--- src/rtl/rv_instr_encoder_loader_pkg.sv ---
// Shared constants for the RV32I field encoder / instruction loader.
// NOP_PAD_EN adds the PAD state used to fill memory with NOPs.
package rv_enc_pkg;

  localparam logic [3:0] CLS_ADD = 4'd0;
  localparam logic [3:0] CLS_SUB = 4'd1;
  localparam logic [3:0] CLS_AND = 4'd2;
  localparam logic [3:0] CLS_OR  = 4'd3;
  localparam logic [3:0] CLS_SLT = 4'd4;
  localparam logic [3:0] CLS_LW  = 4'd5;
  localparam logic [3:0] CLS_SW  = 4'd6;
  localparam logic [3:0] CLS_BEQ = 4'd7;
  localparam logic [3:0] CLS_JAL = 4'd8;

  localparam logic [6:0] OP_R      = 7'b0110011;
  localparam logic [6:0] OP_LOAD   = 7'b0000011;
  localparam logic [6:0] OP_STORE  = 7'b0100011;
  localparam logic [6:0] OP_BRANCH = 7'b1100011;
  localparam logic [6:0] OP_JAL    = 7'b1101111;

  localparam logic [2:0] F3_ADD = 3'b000;
  localparam logic [2:0] F3_SLT = 3'b010;
  localparam logic [2:0] F3_OR  = 3'b110;
  localparam logic [2:0] F3_AND = 3'b111;
  localparam logic [2:0] F3_W   = 3'b010;
  localparam logic [2:0] F3_BEQ = 3'b000;

  localparam logic [6:0] F7_ZERO = 7'b0000000;
  localparam logic [6:0] F7_SUB  = 7'b0100000;

  localparam logic [31:0] NOP_WORD = 32'h0000_0013;

  localparam logic [1:0] ERR_NONE  = 2'd0;
  localparam logic [1:0] ERR_CLASS = 2'd1;
  localparam logic [1:0] ERR_RANGE = 2'd2;

  typedef enum logic [2:0] {
    S_IDLE,
    S_LOAD,
    S_FULL,
`ifdef NOP_PAD_EN
    S_PAD,
`endif
    S_ERR
  } state_e;

  function automatic logic [31:0] r_type(
    input logic [6:0] f7,
    input logic [4:0] rs2,
    input logic [4:0] rs1,
    input logic [2:0] f3,
    input logic [4:0] rd
  );
    return {f7, rs2, rs1, f3, rd, OP_R};
  endfunction

endpackage

--- src/rtl/rv_instr_encoder_loader_if.sv ---
// Request channel, memory write port and status of the loader.
// master = request source / memory side, slave = loader.
interface rv_instr_encoder_loader_if #(
  parameter int ADDR_W = 8
);
  logic              iValid;
  logic              oReady;
  logic [3:0]        iClass;
  logic [4:0]        iRd;
  logic [4:0]        iRs1;
  logic [4:0]        iRs2;
  logic [20:0]       iImm;
  logic              oWrEn;
  logic [ADDR_W-1:0] oWrAddr;
  logic [31:0]       oWrData;
  logic              iWrReady;
  logic [ADDR_W:0]   oCount;
  logic              oBusy;
  logic              oFull;
  logic              oErr;
  logic [1:0]        oErrCode;

  modport master (
    output iValid, iClass, iRd, iRs1, iRs2, iImm, iWrReady,
    input  oReady, oWrEn, oWrAddr, oWrData, oCount,
    input  oBusy, oFull, oErr, oErrCode
  );

  modport slave (
    input  iValid, iClass, iRd, iRs1, iRs2, iImm, iWrReady,
    output oReady, oWrEn, oWrAddr, oWrData, oCount,
    output oBusy, oFull, oErr, oErrCode
  );
endinterface

--- src/rtl/rv_instr_encoder_loader_enc.sv ---
// Combinational field -> RV32I word encoder with class/range checks.
module rv_field_encoder
  import rv_enc_pkg::*;
(
  input  logic [3:0]  cls,
  input  logic [4:0]  rd,
  input  logic [4:0]  rs1,
  input  logic [4:0]  rs2,
  input  logic [20:0] imm,
  output logic [31:0] word,
  output logic        illegal,
  output logic        range_err
);
  logic i12_ok;
  logic b13_ok;

  // sign-extension bits above the field must all match
  assign i12_ok = (&imm[20:11]) | ~(|imm[20:11]);
  assign b13_ok = (&imm[20:12]) | ~(|imm[20:12]);

  always_comb begin
    word      = '0;
    illegal   = 1'b0;
    range_err = 1'b0;
    case (cls)
      CLS_ADD: word = r_type(F7_ZERO, rs2, rs1, F3_ADD, rd);
      CLS_SUB: word = r_type(F7_SUB, rs2, rs1, F3_ADD, rd);
      CLS_AND: word = r_type(F7_ZERO, rs2, rs1, F3_AND, rd);
      CLS_OR:  word = r_type(F7_ZERO, rs2, rs1, F3_OR, rd);
      CLS_SLT: word = r_type(F7_ZERO, rs2, rs1, F3_SLT, rd);
      CLS_LW: begin
        word = {imm[11:0], rs1, F3_W, rd, OP_LOAD};
        range_err = !i12_ok;
      end
      CLS_SW: begin
        word = {imm[11:5], rs2, rs1, F3_W, imm[4:0], OP_STORE};
        range_err = !i12_ok;
      end
      CLS_BEQ: begin
        word = {imm[12], imm[10:5], rs2, rs1, F3_BEQ,
                imm[4:1], imm[11], OP_BRANCH};
        range_err = !b13_ok || imm[0];
      end
      CLS_JAL: begin
        word = {imm[20], imm[10:1], imm[11], imm[19:12], rd, OP_JAL};
        range_err = imm[0];
      end
      default: illegal = 1'b1;
    endcase
  end
endmodule

--- src/rtl/rv_instr_encoder_loader.sv ---
// Encodes field-level requests and streams them into instruction memory.
// NOP_PAD_EN adds iFlush and the NOP-fill PAD state.
module rv_instr_encoder_loader
  import rv_enc_pkg::*;
#(
  parameter int ADDR_W    = 8,
  parameter int BASE_ADDR = 0,
  parameter int DEPTH     = 256
) (
  input logic iCLK,
  input logic iRST_n,
  input logic iStart,
`ifdef NOP_PAD_EN
  input logic iFlush,
`endif
  rv_instr_encoder_loader_if.slave bus
);
  localparam logic [ADDR_W-1:0] BASE_C  = ADDR_W'(BASE_ADDR);
  localparam logic [ADDR_W:0]   DEPTH_C = (ADDR_W+1)'(DEPTH);

  state_e            state;
  logic [ADDR_W-1:0] ptr;
  logic [ADDR_W:0]   issued;
  logic [31:0]       enc_word;
  logic [31:0]       issue_word;
  logic              illegal;
  logic              range_err;
  logic              bad;
  logic              stall;
  logic              room;
  logic              last;
  logic              accept;
  logic              issue;
  logic              wr_done;
  logic              flush;

  rv_field_encoder u_enc (
    .cls       (bus.iClass),
    .rd        (bus.iRd),
    .rs1       (bus.iRs1),
    .rs2       (bus.iRs2),
    .imm       (bus.iImm),
    .word      (enc_word),
    .illegal   (illegal),
    .range_err (range_err)
  );

`ifdef NOP_PAD_EN
  assign flush = iFlush;
`else
  assign flush = 1'b0;
`endif

  assign stall   = bus.oWrEn && !bus.iWrReady;
  assign wr_done = bus.oWrEn && bus.iWrReady;
  assign room    = issued < DEPTH_C;
  assign last    = issued == DEPTH_C - 1'b1;
  assign bad     = illegal || range_err;

  assign bus.oReady = (state == S_LOAD) && !iStart && !flush
                    && !stall && room;
  assign accept     = bus.iValid && bus.oReady;

  always_comb begin
    issue      = accept && !bad;
    issue_word = enc_word;
`ifdef NOP_PAD_EN
    if (state == S_PAD) begin
      issue      = !stall && room;
      issue_word = NOP_WORD;
    end
`endif
  end

  assign bus.oBusy = state != S_IDLE;
  assign bus.oFull = state == S_FULL;

  always_ff @(posedge iCLK or negedge iRST_n) begin
    if (!iRST_n) begin
      state        <= S_IDLE;
      ptr          <= BASE_C;
      issued       <= '0;
      bus.oWrEn    <= 1'b0;
      bus.oWrAddr  <= BASE_C;
      bus.oWrData  <= '0;
      bus.oCount   <= '0;
      bus.oErr     <= 1'b0;
      bus.oErrCode <= ERR_NONE;
    end else if (iStart) begin
      // abort drops any pending write
      state        <= S_LOAD;
      ptr          <= BASE_C;
      issued       <= '0;
      bus.oWrEn    <= 1'b0;
      bus.oWrAddr  <= BASE_C;
      bus.oCount   <= '0;
      bus.oErr     <= 1'b0;
      bus.oErrCode <= ERR_NONE;
    end else begin
      if (wr_done) begin
        bus.oWrEn  <= 1'b0;
        bus.oCount <= bus.oCount + 1'b1;
      end
      if (issue) begin
        bus.oWrEn   <= 1'b1;
        bus.oWrAddr <= ptr;
        bus.oWrData <= issue_word;
        ptr         <= ptr + 1'b1;
        issued      <= issued + 1'b1;
        if (last) state <= S_FULL;
      end
      if (state == S_LOAD) begin
        if (flush) begin
`ifdef NOP_PAD_EN
          state <= S_PAD;
`endif
        end else if (accept && bad) begin
          state        <= S_ERR;
          bus.oErr     <= 1'b1;
          bus.oErrCode <= illegal ? ERR_CLASS : ERR_RANGE;
        end
      end
    end
  end
endmodule

--- src/flat_wrapper.sv ---
// flat-port wrapper written by rule: the top's interface ports become plain ports
module rv_instr_encoder_loader_flat import rv_enc_pkg::*;
#(
  parameter int ADDR_W    = 8,
  parameter int BASE_ADDR = 0,
  parameter int DEPTH     = 256
)
  (iCLK, iRST_n, iStart, bus_iValid, bus_iClass, bus_iRd, bus_iRs1, bus_iRs2, bus_iImm, bus_iWrReady, bus_oReady, bus_oWrEn, bus_oWrAddr, bus_oWrData, bus_oCount, bus_oBusy, bus_oFull, bus_oErr, bus_oErrCode);
  rv_instr_encoder_loader_if #(.ADDR_W(ADDR_W)) bus_i ();
  input logic iCLK;
  input logic iRST_n;
  input logic iStart;
  input wire logic [$bits(bus_i.iValid)-1:0] bus_iValid;
  input wire logic [$bits(bus_i.iClass)-1:0] bus_iClass;
  input wire logic [$bits(bus_i.iRd)-1:0] bus_iRd;
  input wire logic [$bits(bus_i.iRs1)-1:0] bus_iRs1;
  input wire logic [$bits(bus_i.iRs2)-1:0] bus_iRs2;
  input wire logic [$bits(bus_i.iImm)-1:0] bus_iImm;
  input wire logic [$bits(bus_i.iWrReady)-1:0] bus_iWrReady;
  output wire logic [$bits(bus_i.oReady)-1:0] bus_oReady;
  output wire logic [$bits(bus_i.oWrEn)-1:0] bus_oWrEn;
  output wire logic [$bits(bus_i.oWrAddr)-1:0] bus_oWrAddr;
  output wire logic [$bits(bus_i.oWrData)-1:0] bus_oWrData;
  output wire logic [$bits(bus_i.oCount)-1:0] bus_oCount;
  output wire logic [$bits(bus_i.oBusy)-1:0] bus_oBusy;
  output wire logic [$bits(bus_i.oFull)-1:0] bus_oFull;
  output wire logic [$bits(bus_i.oErr)-1:0] bus_oErr;
  output wire logic [$bits(bus_i.oErrCode)-1:0] bus_oErrCode;
  assign bus_i.iValid = bus_iValid;
  assign bus_i.iClass = bus_iClass;
  assign bus_i.iRd = bus_iRd;
  assign bus_i.iRs1 = bus_iRs1;
  assign bus_i.iRs2 = bus_iRs2;
  assign bus_i.iImm = bus_iImm;
  assign bus_i.iWrReady = bus_iWrReady;
  assign bus_oReady = bus_i.oReady;
  assign bus_oWrEn = bus_i.oWrEn;
  assign bus_oWrAddr = bus_i.oWrAddr;
  assign bus_oWrData = bus_i.oWrData;
  assign bus_oCount = bus_i.oCount;
  assign bus_oBusy = bus_i.oBusy;
  assign bus_oFull = bus_i.oFull;
  assign bus_oErr = bus_i.oErr;
  assign bus_oErrCode = bus_i.oErrCode;
  rv_instr_encoder_loader #(.ADDR_W(ADDR_W), .BASE_ADDR(BASE_ADDR), .DEPTH(DEPTH)) u_core (.iCLK(iCLK), .iRST_n(iRST_n), .iStart(iStart), .bus(bus_i));
endmodule
--- config.mk ---
export PLATFORM = sky130hd
export DESIGN_NAME = rv_instr_encoder_loader_flat
export DESIGN_NICKNAME = d
export VERILOG_FILES = /design/src/rtl/rv_instr_encoder_loader_pkg.sv /design/src/rtl/rv_instr_encoder_loader_if.sv /design/src/rtl/rv_instr_encoder_loader_enc.sv /design/src/rtl/rv_instr_encoder_loader.sv /design/src/flat_wrapper.sv
export SDC_FILE = /design/constraint.sdc
export NUM_CORES = 1
export LEC_CHECK = 0
export BUFFER_PORTS_ARGS = -buffer_cell sky130_fd_sc_hd__buf_2
export CORE_MARGIN = 2
export CORE_UTILIZATION = 30
export CTS_CLUSTER_SIZE = 28
export DETAILED_ROUTE_END_ITERATION = 6
export REMOVE_ABC_BUFFERS = 1
export SLEW_MARGIN = 20
export SYNTH_ARGS = -nofsm -noshare
export SYNTH_HDL_FRONTEND = slang
export SYNTH_HIERARCHICAL = 1
export SYNTH_SLANG_ARGS = --single-unit
--- constraint.sdc ---
create_clock -name iCLK -period 5 [get_ports iCLK]
set_clock_uncertainty 0.15 [all_clocks]
set_input_delay 0.25 -clock iCLK [delete_from_list [all_inputs] [get_ports iCLK]]
set_output_delay 0.25 -clock iCLK [all_outputs]
set_load 0.05 [all_outputs]
### After elaboration in Yosys (flattened, before gate mapping)

Cells that the tools add are included.

| operators by class | value |
|---|---|
| add/subtract/negate cells | 3 |
| order comparisons | 1 |
| equal/unequal tests | 11 |
| mux-type cells | 26 |
| bitwise gates (word level) | 5 |
| reduce and logical (&&, ||, !) cells | 31 |

Operators by type and width:

| operator | count |
|---|---|
| $pmux W32 S9 | 1 |
| $mux W9 | 4 |
| $mux W8 | 4 |
| $add A9 B1 Y9 const B | 2 |
| $reduce_or A9 Y1 | 2 |
| $eq A4 B3 Y1 const B | 4 |
| $mux W3 | 5 |
| $reduce_and A10 Y1 | 1 |
| $reduce_or A10 Y1 | 1 |
| $eq A9 B8 Y1 const B | 1 |
| $lt A9 B9 Y1 const B | 1 |
| $reduce_and A9 Y1 | 1 |
| $add A8 B1 Y8 const B | 1 |
| $eq A4 B2 Y1 const B | 2 |
| $logic_and A1 B1 Y1 | 8 |
| $mux W2 | 4 |
| $reduce_bool A2 Y1 | 4 |
| $mux W1 | 7 |
| $logic_not A1 Y1 | 6 |
| $reduce_bool A3 Y1 | 2 |
| $eq A4 B1 Y1 const B | 1 |
| $eq A4 B4 Y1 const B | 1 |
| $logic_not A4 Y1 | 1 |
| $reduce_and A2 Y1 | 2 |
| 7 further kinds | 11 |

| storage, ports and cells | value |
|---|---|
| flip-flop bits (word level) | 73 |
| output and inout port bits | 56 |

### Longest topological paths before layout

Gate-level depths: netlist (run 1).

| depth | value |
|---|---|
| word-level depth | 13 |
| gate-level depth with buffers | 12 |

### Modules after synthesis

The synthesis (run 1) kept the hierarchy.

Modules (own cells, without submodules):

| module | instances | cells each | area each (um2) | seq. area each (um2) |
|---|---|---|---|---|
| rv_instr_encoder_loader | 1 | 340 | 3140.5 | 1826.8 |
| rv_field_encoder | 1 | 97 | 560.5 | 0.0 |

### Least setup slack after synthesis (run 1)

No wires, ideal clock.

| timing | value |
|---|---|
| path type | in2reg |
| start | input bus_iImm[19] |
| end | register u_core.ptr[7] |
| arrival | 2000 ps |
| path slack | 2772 ps |
| cell stages on the path | 9 |
| path through | nand4_1 -> or3_1 -> a21oi_1 -> o22ai_1 -> nor2_1 -> nand4_2 -> buf_6 -> or4_1 -> a21oi_1 |

| on the way | value |
|---|---|
| word-level cells in the longest chain between the ends | 10 |
| elaborated cells between the ends (all ways) | 16 |
| those cells by class | mux (1); bitwise (4); reduce/logical (11) |

Ends and longest elaborated chain:

| what | RTL line | text |
|---|---|---|
| from (decl) | flat_wrapper.sv:18 | `input wire logic [$bits(bus_i.iImm)-1:0] bus_iImm;` |
| $reduce_or A9 Y1 | rv_instr_encoder_loader_enc.sv:19 | `assign b13_ok = (&imm[20:12]) \| ~(\|imm[20:12]);` |
| $not A1 Y1 | rv_instr_encoder_loader_enc.sv:19 |  |
| $or A1 B1 Y1 | rv_instr_encoder_loader_enc.sv:19 |  |
| $logic_not A1 Y1 | rv_instr_encoder_loader_enc.sv:42 | `range_err = !b13_ok \|\| imm[0];` |
| $logic_or A1 B1 Y1 | rv_instr_encoder_loader_enc.sv:42 |  |
| $pmux W1 S3 (*) | rv_instr_encoder_loader_enc.sv:25 | `case (cls)` |
| via u_core.range_err | rv_instr_encoder_loader.sv:27 | `logic range_err;` |
| $logic_or A1 B1 Y1 (*) | rv_instr_encoder_loader.sv:58 | `assign bad = illegal \|\| range_err;` |
| $logic_not A1 Y1 (*) | rv_instr_encoder_loader.sv:65 | `issue = accept && !bad;` |
| $logic_and A1 B1 Y1 (*) | rv_instr_encoder_loader.sv:65 |  |
| $reduce_bool A2 Y1 (no line) (*) | n/a |  |
| to (signal assigned) | rv_instr_encoder_loader.sv:108 | `ptr <= ptr + 1'b1;` |
| to (decl) | rv_instr_encoder_loader.sv:22 | `logic [ADDR_W-1:0] ptr;` |

The timed path passes the listed nets; every way through them passes the cells marked *.
A chain may end at the register's enable or synchronous reset.

### Final worst setup path (run 1)

| timing | value |
|---|---|
| start | input bus_iImm[18] |
| end | register u_core.issued[5] |

| on the way | value |
|---|---|
| word-level cells in the longest chain between the ends | 10 |
| elaborated cells between the ends (all ways) | 16 |
| those cells by class | mux (1); bitwise (4); reduce/logical (11) |

Ends and longest elaborated chain:

| what | RTL line | text |
|---|---|---|
| $reduce_or A9 Y1 | rv_instr_encoder_loader_enc.sv:19 |  |
| $not A1 Y1 | rv_instr_encoder_loader_enc.sv:19 |  |
| $or A1 B1 Y1 | rv_instr_encoder_loader_enc.sv:19 |  |
| $logic_not A1 Y1 | rv_instr_encoder_loader_enc.sv:42 |  |
| $logic_or A1 B1 Y1 | rv_instr_encoder_loader_enc.sv:42 |  |
| $pmux W1 S3 (*) | rv_instr_encoder_loader_enc.sv:25 |  |
| via u_core.range_err | rv_instr_encoder_loader.sv:27 |  |
| $logic_or A1 B1 Y1 (*) | rv_instr_encoder_loader.sv:58 |  |
| $logic_not A1 Y1 (*) | rv_instr_encoder_loader.sv:65 |  |
| $logic_and A1 B1 Y1 (*) | rv_instr_encoder_loader.sv:65 |  |
| $reduce_bool A2 Y1 (no line) (*) | n/a |  |
| to (signal assigned) | rv_instr_encoder_loader.sv:109 | `issued <= issued + 1'b1;` |
| to (decl) | rv_instr_encoder_loader.sv:23 | `logic [ADDR_W:0] issued;` |

Marked as above.

==> impl_table.tex, run 1 <==
\begin{tabular}{lr}
\hline
Metric & Value \\
\hline
\multicolumn{2}{l}{\textbf{Finish}} \\
\quad Area occupied by registers & between 0.0015 and 0.002 mm2 \\
\quad Number of diodes added for antenna fixing & 0 \\
\quad Commonest cells after routing, fill and taps aside & 138 x sky130\_fd\_sc\_hd\_\_nand2\_1, 99 x sky130\_fd\_sc\_hd\_\_buf\_2, 73 x sky130\_fd\_sc\_hd\_\_dfrtp\_1 \\
\quad Number of nets in the layout & 575 \\
\quad Most common library cell in the layout ignoring fill and taps & sky130\_fd\_sc\_hd\_\_nand2\_1 \\
\quad Fill cell total of the finished layout & roughly 1,300 \\
\quad Area taken by multi-input logic gates & between 0.0015 and 0.002 mm2 \\
\quad Layout Cells excl Fill & slightly below 700 \\
\quad Fraction of final layout cells with drive strength greater than 1 & around a quarter \\
\quad Synthesis-to-layout area growth & 22.7\% \\
\multicolumn{2}{l}{\textbf{Timing}} \\
\quad Slew at the pin closest to its max-slew limit & 1010 ps \\
\quad Final Hold Violating Endpoints & 0 \\
\quad Slew Limit Fails & 0 \\
\quad Worst hold margin & approximately 72 ps \\
\quad RSZ-0062 raised after global routing & false \\
\quad Setup tns final & 0 ps \\
\quad Count of endpoints failing setup in the final report & 0 \\
\quad Part of the cycle the worst path needs & slightly above 60\% \\
\quad Slew HR & between 30\% and 40\% \\
\quad Post-layout minimum cycle time & 3030 ps \\
\quad Highest Clock Rate & roughly 330 MHz \\
\multicolumn{2}{l}{\textbf{GRT}} \\
\quad Maximum number of pins on one net before global-route repair & 74 \\
\quad Aggregate global-route resource usage & 14.8\% \\
\quad Wire length of the first global-routing pass & 15.5 mm \\
\quad Global route total overflow & 0 \\
\quad Number of antenna violations at the first check in global routing & 0 \\
\quad Vias in the first global route & approximately 3,200 \\
\multicolumn{2}{l}{\textbf{Floorplanning}} \\
\quad Starting utilization of the core area & a little over 30\% \\
\quad Total die area & 0.0132 mm2 \\
\quad Die H & $\sim$120 um \\
\quad Standard-cell rows & 40 \\
\quad Die X & approximately 120 um \\
\quad Number of top-level design ports & just over 100 \\
\quad Area of the core & 0.0120 mm2 \\
\multicolumn{2}{l}{\textbf{Clocking}} \\
\quad Clk sinks & 73 \\
\quad Reg clk slew, reported paths & 50 ps \\
\quad Number of H-tree levels & 3 \\
\quad Buffer levels on the longest clock path & 2 \\
\quad CTS Root Buffer Type & sky130\_fd\_sc\_hd\_\_clkbuf\_16 \\
\quad Skew-Pair Late Insertion Delay & 320 ps \\
\quad TritonCTS clock tree & done \\
\quad Post-cts repair resize count & 0 \\
\quad Total clock buffers created by CTS & 9 \\
\multicolumn{2}{l}{\textbf{Placed design}} \\
\quad Last weighted congestion value of the routability-driven placer & approximately 0.80 \\
\quad Post-detailed-placement half-perimeter wirelength & 6.60 mm \\
\quad DP Cell Count & approximately 660 \\
\quad Port buffer count & 100 \\
\multicolumn{2}{l}{\textbf{Yosys}} \\
\quad Proportion of register bits with asynchronous set or reset after synthesis & between 90\% and 100\% \\
\quad Mux contribution to synthesized area & less than 1\% \\
\quad Xor/xnor share of the synthesized area & 2.13\% \\
\quad Synth warnings & 6 \\
\quad Area fraction in and, or, nand and nor cells after synthesis & about 28\% \\
\quad Adder-cell share of the synthesized area & between 1 and 1.5\% \\
\quad Synthesized cell area & $\sim$0.0037 mm2 \\
\quad Post-Synthesis Cells & between 400 and 500 \\
\quad Share of the synthesized area in compound gates (AO/OA/AOI/OAI) & between 10\% and 20\% \\
\quad Flip-flop cell with the highest count after synthesis & sky130\_fd\_sc\_hd\_\_dfrtp\_1 \\
\quad Library cells used by synthesis & 51 \\
\quad Average footprint of a synthesized cell & about 8.5 um2 \\
\quad Post-synthesis sequential area ratio & roughly half \\
\quad Post-synth EDFFs & 0 \\
\quad Dominant combinational cell family by area after synthesis & simple AND/OR/NAND/NOR gates \\
\quad Total of flip-flops plus latches after synthesis & 73 \\
\multicolumn{2}{l}{\textbf{Detailed routing}} \\
\quad Routed via count & about 3,300 \\
\quad Residual DRC count & 0 \\
\quad Starting DRT DRC Count & around 160 \\
\quad Mean number of vias per cell & just under 5 \\
\quad Total wire length after detailed routing & roughly 9.3 mm \\
\quad TritonRoute pass-1 iters & 5 \\
\quad Antenna violation net count after detailed routing & 0 \\
\quad Routed wire length per instance & 13.8 um \\
\multicolumn{2}{l}{\textbf{Outcome}} \\
\quad Outcome & finished, final reports clean \\
\multicolumn{2}{l}{\textbf{Worst setup path}} \\
\quad Path type of the worst setup path & primary input to flip-flop \\
\quad Data required time at the worst endpoint & approximately 5100 ps \\
\quad Biggest fanout along the worst timing path & 38 \\
\quad Data arrival, critical path & $\sim$3100 ps \\
\quad Element type at the critical path end & flip-flop \\
\quad Nature of the critical path startpoint & primary input \\
\multicolumn{2}{l}{\textbf{Power and ir drop}} \\
\quad Worst VDD drop & 143 uV \\
\quad Leakage power & $\sim$2.3 nW \\
\quad Power density of the placed cells & 363 mW/mm2 \\
\multicolumn{2}{l}{\textbf{Flow run}} \\
\quad Max-cap viol count & 0 \\
\multicolumn{2}{l}{\textbf{Hold path}} \\
\quad Type of the most critical hold path & primary input to flip-flop \\
\hline
\end{tabular}
-- path summary, 6_finish.rpt --
kind / startpoint / to / slack [ps] / depth (start not counted)
min in group asynchronous: iRST_n / u_core/bus.oCount[5] / 450 / 2
max: bus_iImm[18] / u_core/issued[5] / 1970 / 10
max reg2reg: u_core/state[2] / u_core/issued[5] / 2290 / 5
min: bus_iImm[9] / u_core/bus.oWrData[29] / 70 / 4
min reg2reg: u_core/bus.oWrData[4] / u_core/bus.oWrData[4] / 320 / 2
max in group asynchronous: iRST_n / u_core/bus.oWrData[13] / 3620 / 2
-- kinds of logic (layout without fill, tap and decap cells) --
kind of cell	after synthesis	in the layout
adder cells (fa/ha/maj)	4	4
multiplexers	2	2
buffers and inverters	42	133
XOR/XNOR	9	9
flip-flops	73	73
AND/OR/NAND/NOR	227	227
AO/OA/AOI/OAI	80	80
-- power breakdown --
group          internal (mW)  switching [mW]
Combinational         0.0933           0.313
Clock                  0.340           0.219
Sequential             0.647          0.0355
Total                   1.08           0.568
-- through the flow --
stage               setup WS [ps]  instance area (um2)  utilization (%)  total power, mW
floorplan                    2060                 3580                -            0.967
global placement             1740                 4270             35.6             1.10
detailed placement           1670                 4270             35.6             1.10
CTS                          2010                 4530             37.7             1.67
global route                 1720                 4540             37.8             1.73
finish                       1970                 4540             37.8             1.65
-- what timing repair did --
action / CTS / global route
setup buffers: 0 / 0
hold buffers: 1 / 0
setup endpoints to repair: 0 / 0
hold endpoints to repair: 73 / 0
-- synth_stat cells (all sizes together), types with 2 or more instances --
cell	n	area (um2)
ha	4	50.1
xor2	6	52.6
clkbuf	8	30.0
nand4	7	50.1
o21bai	2	15.0
and2	7	43.8
or3	9	56.3
nor3b	4	30.0
or2	3	18.8
a211oi	2	15.0
dfrtp	73	1830
o21ai	28	140
a21oi	22	114
inv	18	67.6
buf	16	95.1
nand2	138	518
nand3	13	65.1
o22ai	3	18.8
and4	2	17.5
nor3	4	25.0
or4	3	22.5
o31ai	3	22.5
xnor2	3	26.3
nor2	24	92.6
and3	5	31.3
a22o	10	87.6
nand2b	3	21.3
a21o	3	22.5
-- routing by layer --
layer / track usage (%) / share of wire [%] / up-vias
li1: - / - / 1644
met1: 20.5 / 48 / 1602
met2: 22.9 / 46 / 86
met3: 4.43 / 5.8 / 7
met4: 3.61 / 0.82 / 0
met5: 0 / 0 / -
-- critical path, stage by stage --
cell                      delay, ps
sky130_fd_sc_hd__buf_2          100
sky130_fd_sc_hd__nand4_1         90
sky130_fd_sc_hd__or3_1          420
sky130_fd_sc_hd__a21oi_1        170
sky130_fd_sc_hd__o22ai_1        140
sky130_fd_sc_hd__nor2_1         260
sky130_fd_sc_hd__nand4_2        760
sky130_fd_sc_hd__buf_4          510
sky130_fd_sc_hd__or3_1          350
sky130_fd_sc_hd__o21ai_0         70
-- sequential cells by signal (all words and copies together), names as in the netlist --
register	count
u_core/ptr	8
u_core/bus.oWrEn	1
u_core/issued	9
u_core/bus.oErrCode	2
u_core/bus.oWrData	32
u_core/bus.oErr	1
u_core/bus.oCount	9
u_core/state	3
u_core/bus.oWrAddr	8
-- area by class of cell --
type                       count  share of cell area (%)
clock buffer                  12                    5.43
clock inverter                 1                   0.110
sequential                    73                    40.2
tap                          147                    4.05
inverter                      18                    1.49
multi-input combinational    322                    37.2
timing repair buffer         102                    11.5
Power figures use the tool's default switching activity.
==> run 2, diff against run 1 <==
clock period = 3 ns   (was 5 ns; I/O delays follow)
==> run 2 against run 1 <==
  * Flip-flop and latch count did not move
  * Register-to-register slack worse by 1300 ps
  * First-iteration DRC count up 3.7%
  * Clock power is 110% higher
  * Non-clock buffer count increased by 33
==> impl_table.tex, run 2 (synthesis results as in run 1) <==
\begin{tabular}{lr}
\hline
Metric & Value \\
\hline
\multicolumn{2}{l}{\textbf{Timing}} \\
\quad Slew at the pin closest to its max-slew limit & 953 ps (-56.4 ps) \\
\quad Post-layout minimum cycle time & roughly 2200 ps \\
\quad Highest Clock Rate & 460 MHz \\
\quad Least setup slack across all paths after layout & 828 ps (-1140 ps) \\
\quad Setup tns final & 0 ps (unchanged) \\
\quad Final Hold Violating Endpoints & 0 (unchanged) \\
\quad Slew HR & 36.4\% (+3.8 points) \\
\quad Part of the cycle the worst path needs & between 70\% and 80\% \\
\quad Slew Limit Fails & 0 (unchanged) \\
\quad RSZ-0062 raised after global routing & false \\
\quad Count of endpoints failing setup in the final report & 0 (unchanged) \\
\multicolumn{2}{l}{\textbf{Clocking}} \\
\quad CTS Root Buffer Type & sky130\_fd\_sc\_hd\_\_clkbuf\_16 \\
\quad Number of H-tree levels & 3 (unchanged) \\
\quad Skew-Pair Late Insertion Delay & 330 ps (about the same) \\
\quad Clk sinks & 73 (unchanged) \\
\quad Reg clk slew, reported paths & 60 ps (about the same) \\
\quad Post-CTS setup buffer count & 0 (unchanged) \\
\quad Buffer levels on the longest clock path & 2 (unchanged) \\
\quad Total clock buffers created by CTS & 9 (unchanged) \\
\quad TritonCTS clock tree & done \\
\quad Post-cts repair resize count & 0 (unchanged) \\
\multicolumn{2}{l}{\textbf{Finish}} \\
\quad Fraction of final layout cells with drive strength greater than 1 & 23.4\% (-0.081 points) \\
\quad Most common library cell in the layout ignoring fill and taps & sky130\_fd\_sc\_hd\_\_nand2\_1 \\
\quad Top reg by flops & u\_core/bus.oWrData \\
\quad Final core occ & 40.9\% (+3.1 points) \\
\quad Post-route cell area & 0.00492 mm2 (+8.3\%) \\
\quad Synthesis-to-layout area growth & 32.9\% \\
\quad Commonest cells after routing, fill and taps aside & 138 x sky130\_fd\_sc\_hd\_\_nand2\_1, 99 x sky130\_fd\_sc\_hd\_\_buf\_2, 73 x sky130\_fd\_sc\_hd\_\_dfrtp\_1 \\
\quad Number of nets in the layout & 608 (+5.7\%) \\
\quad Largest register FFs & 32 (unchanged) \\
\quad Largest registers in the final layout & u\_core/bus.oWrData: 32 flops, u\_core/bus.oCount: 9 flops, u\_core/issued: 9 flops \\
\quad Number of diodes added for antenna fixing & 0 (unchanged) \\
\multicolumn{2}{l}{\textbf{Floorplanning}} \\
\quad Die X & 115 um (unchanged) \\
\quad Total die area & 0.0132 mm2 (unchanged) \\
\quad Die H & 115 um (unchanged) \\
\quad Starting utilization of the core area & 30.8\% (unchanged) \\
\quad Number of top-level design ports & 101 (unchanged) \\
\quad Area of the core & 0.0120 mm2 (unchanged) \\
\quad Standard-cell rows & 40 (unchanged) \\
\multicolumn{2}{l}{\textbf{GRT}} \\
\quad Vias in the first global route & 3,340 (+4.1\%) \\
\quad Maximum number of pins on one net before global-route repair & 74 (unchanged) \\
\quad Wire length of the first global-routing pass & 16.0 mm (+2.8\%) \\
\quad Global route total overflow & 0 (unchanged) \\
\quad Number of antenna violations at the first check in global routing & 0 (unchanged) \\
\quad Aggregate global-route resource usage & 15.1\% (+0.29 points) \\
\multicolumn{2}{l}{\textbf{Worst setup path}} \\
\quad Register-to-Register Setup Slack & 960 ps (-1330 ps) \\
\quad Worst R2R Path Depth & 7 (+2) \\
\quad Nature of the critical path startpoint & primary input \\
\quad Path type of the worst setup path & primary input to flip-flop \\
\quad Data arrival, critical path & 2290 ps (-830 ps) \\
\quad Crit Reg-Reg Startpoint & u\_core/issued[0] \\
\quad Endpoint of the lowest-slack register-to-register path & u\_core/state[0] \\
\quad Biggest fanout along the worst timing path & 20 (-47\%) \\
\quad Data required time at the worst endpoint & 3110 ps (-1980 ps) \\
\quad Element type at the critical path end & flip-flop \\
\multicolumn{2}{l}{\textbf{Placed design}} \\
\quad Post-detailed-placement half-perimeter wirelength & 6.65 mm (+0.68\%) \\
\quad Area post-placement & 0.00432 mm2 (+1.2\%) \\
\quad Last weighted congestion value of the routability-driven placer & 0.820 (+2.2\%) \\
\quad Placement Setup Slack & 494 ps (-1170 ps) \\
\quad Port buffer count & 100 (unchanged) \\
\multicolumn{2}{l}{\textbf{Power and ir drop}} \\
\quad Power density of the placed cells & 613 mW/mm2 (+69\%) \\
\quad Overall power of the completed layout & 3.01 mW (+83\%) \\
\quad Worst VDD drop & 321 uV (+120\%) \\
\quad Leakage power & 2.53 nW (+7.9\%) \\
\multicolumn{2}{l}{\textbf{Hold path}} \\
\quad Hold path startpoint & bus\_iImm[4] \\
\quad Worst Hold Endpoint & u\_core/bus.oWrData[11] \\
\quad Type of the most critical hold path & primary input to flip-flop \\
\quad Cell depth of the worst min-delay path & 4 (unchanged) \\
\multicolumn{2}{l}{\textbf{Detailed routing}} \\
\quad Antenna violation net count after detailed routing & 0 (unchanged) \\
\quad Routed via count & 3,422 (+2.5\%) \\
\quad Mean number of vias per cell & 4.81 (-2.7\%) \\
\quad Total wire length after detailed routing & 9.54 mm (+2.5\%) \\
\quad Routed wire length per instance & 13.4 um (-2.7\%) \\
\quad Residual DRC count & 0 (unchanged) \\
\quad Starting DRT DRC Count & 169 (+3.7\%) \\
\quad TritonRoute pass-1 iters & 4 (-1) \\
\multicolumn{2}{l}{\textbf{Flow run}} \\
\quad Max-cap viol count & 0 (unchanged) \\
\multicolumn{2}{l}{\textbf{Outcome}} \\
\quad Outcome & finished, final reports clean \\
\hline
\end{tabular}
run 2: layout make-up:
type,instances,area [um2]
Sequential cell,73,1830
Inverter,18,67.6
Fill cell,1220,7090
Clock inverter,2,60.1
Multi-Input combinational cell,322,1680
Timing Repair Buffer,135,833
Tap cell,147,184
Clock buffer,14,264
run 2: layer usage:
metal / global-route usage [%] / vias to the layer above / part of all wire, % / routed length [um]
li1: - / 1718 / - / -
met1: 20.3 / 1612 / 48 / 4560
met2: 24.5 / 84 / 47 / 4440
met3: 3.06 / 8 / 4.9 / 465
met4: 4.74 / 0 / 0.78 / 74
met5: 0 / - / 0 / 0
run 2: where the power goes:
group	internal [mW]	switching, mW	leakage [nW]
logic	0.185	0.525	1.39
clock network	0.775	0.391	0.157
registers	1.08	0.0590	0.986
total	2.04	0.975	2.53
run 2: how the worst max path moves through the flow:
stage / start / to / slack [ps] / cells past startpoint
after detailed placement: bus_iImm[18] / u_core/issued[2] / 490 / 11
after floorplan: bus_iImm[19] / u_core/issued[7] / 160 / 8
after global placement: bus_iImm[19] / u_core/bus.oWrData[9] / 530 / 10
after global routing: bus_iImm[19] / u_core/issued[2] / 510 / 11
after CTS: bus_iImm[18] / u_core/issued[2] / 830 / 11
final: bus_iImm[18] / u_core/issued[2] / 830 / 11
run 2: worst max-delay path, stage by stage:
cell and delay (ps):
sky130_fd_sc_hd__buf_2 100, sky130_fd_sc_hd__nand4_1 80, sky130_fd_sc_hd__or3_1 410, sky130_fd_sc_hd__a21oi_1 160, sky130_fd_sc_hd__o22ai_1 140, sky130_fd_sc_hd__nor2_1 230, sky130_fd_sc_hd__nand4_2 200, sky130_fd_sc_hd__buf_4 260
sky130_fd_sc_hd__buf_4 210, sky130_fd_sc_hd__nor3b_1 220, sky130_fd_sc_hd__a21o_1 110
run 2: timing repair:
action,CTS,global route
endpoints found under the hold margin,92,0
endpoints found under the setup margin,0,0
hold buffers,27,0
run 2: stage by stage:
stage                     cells  hold slack [ps]
final                       711             12.9
after detailed placement    668              220
after global placement      668              208
after global routing        711             32.5
after floorplan             413             -296
after CTS                   711             1.00
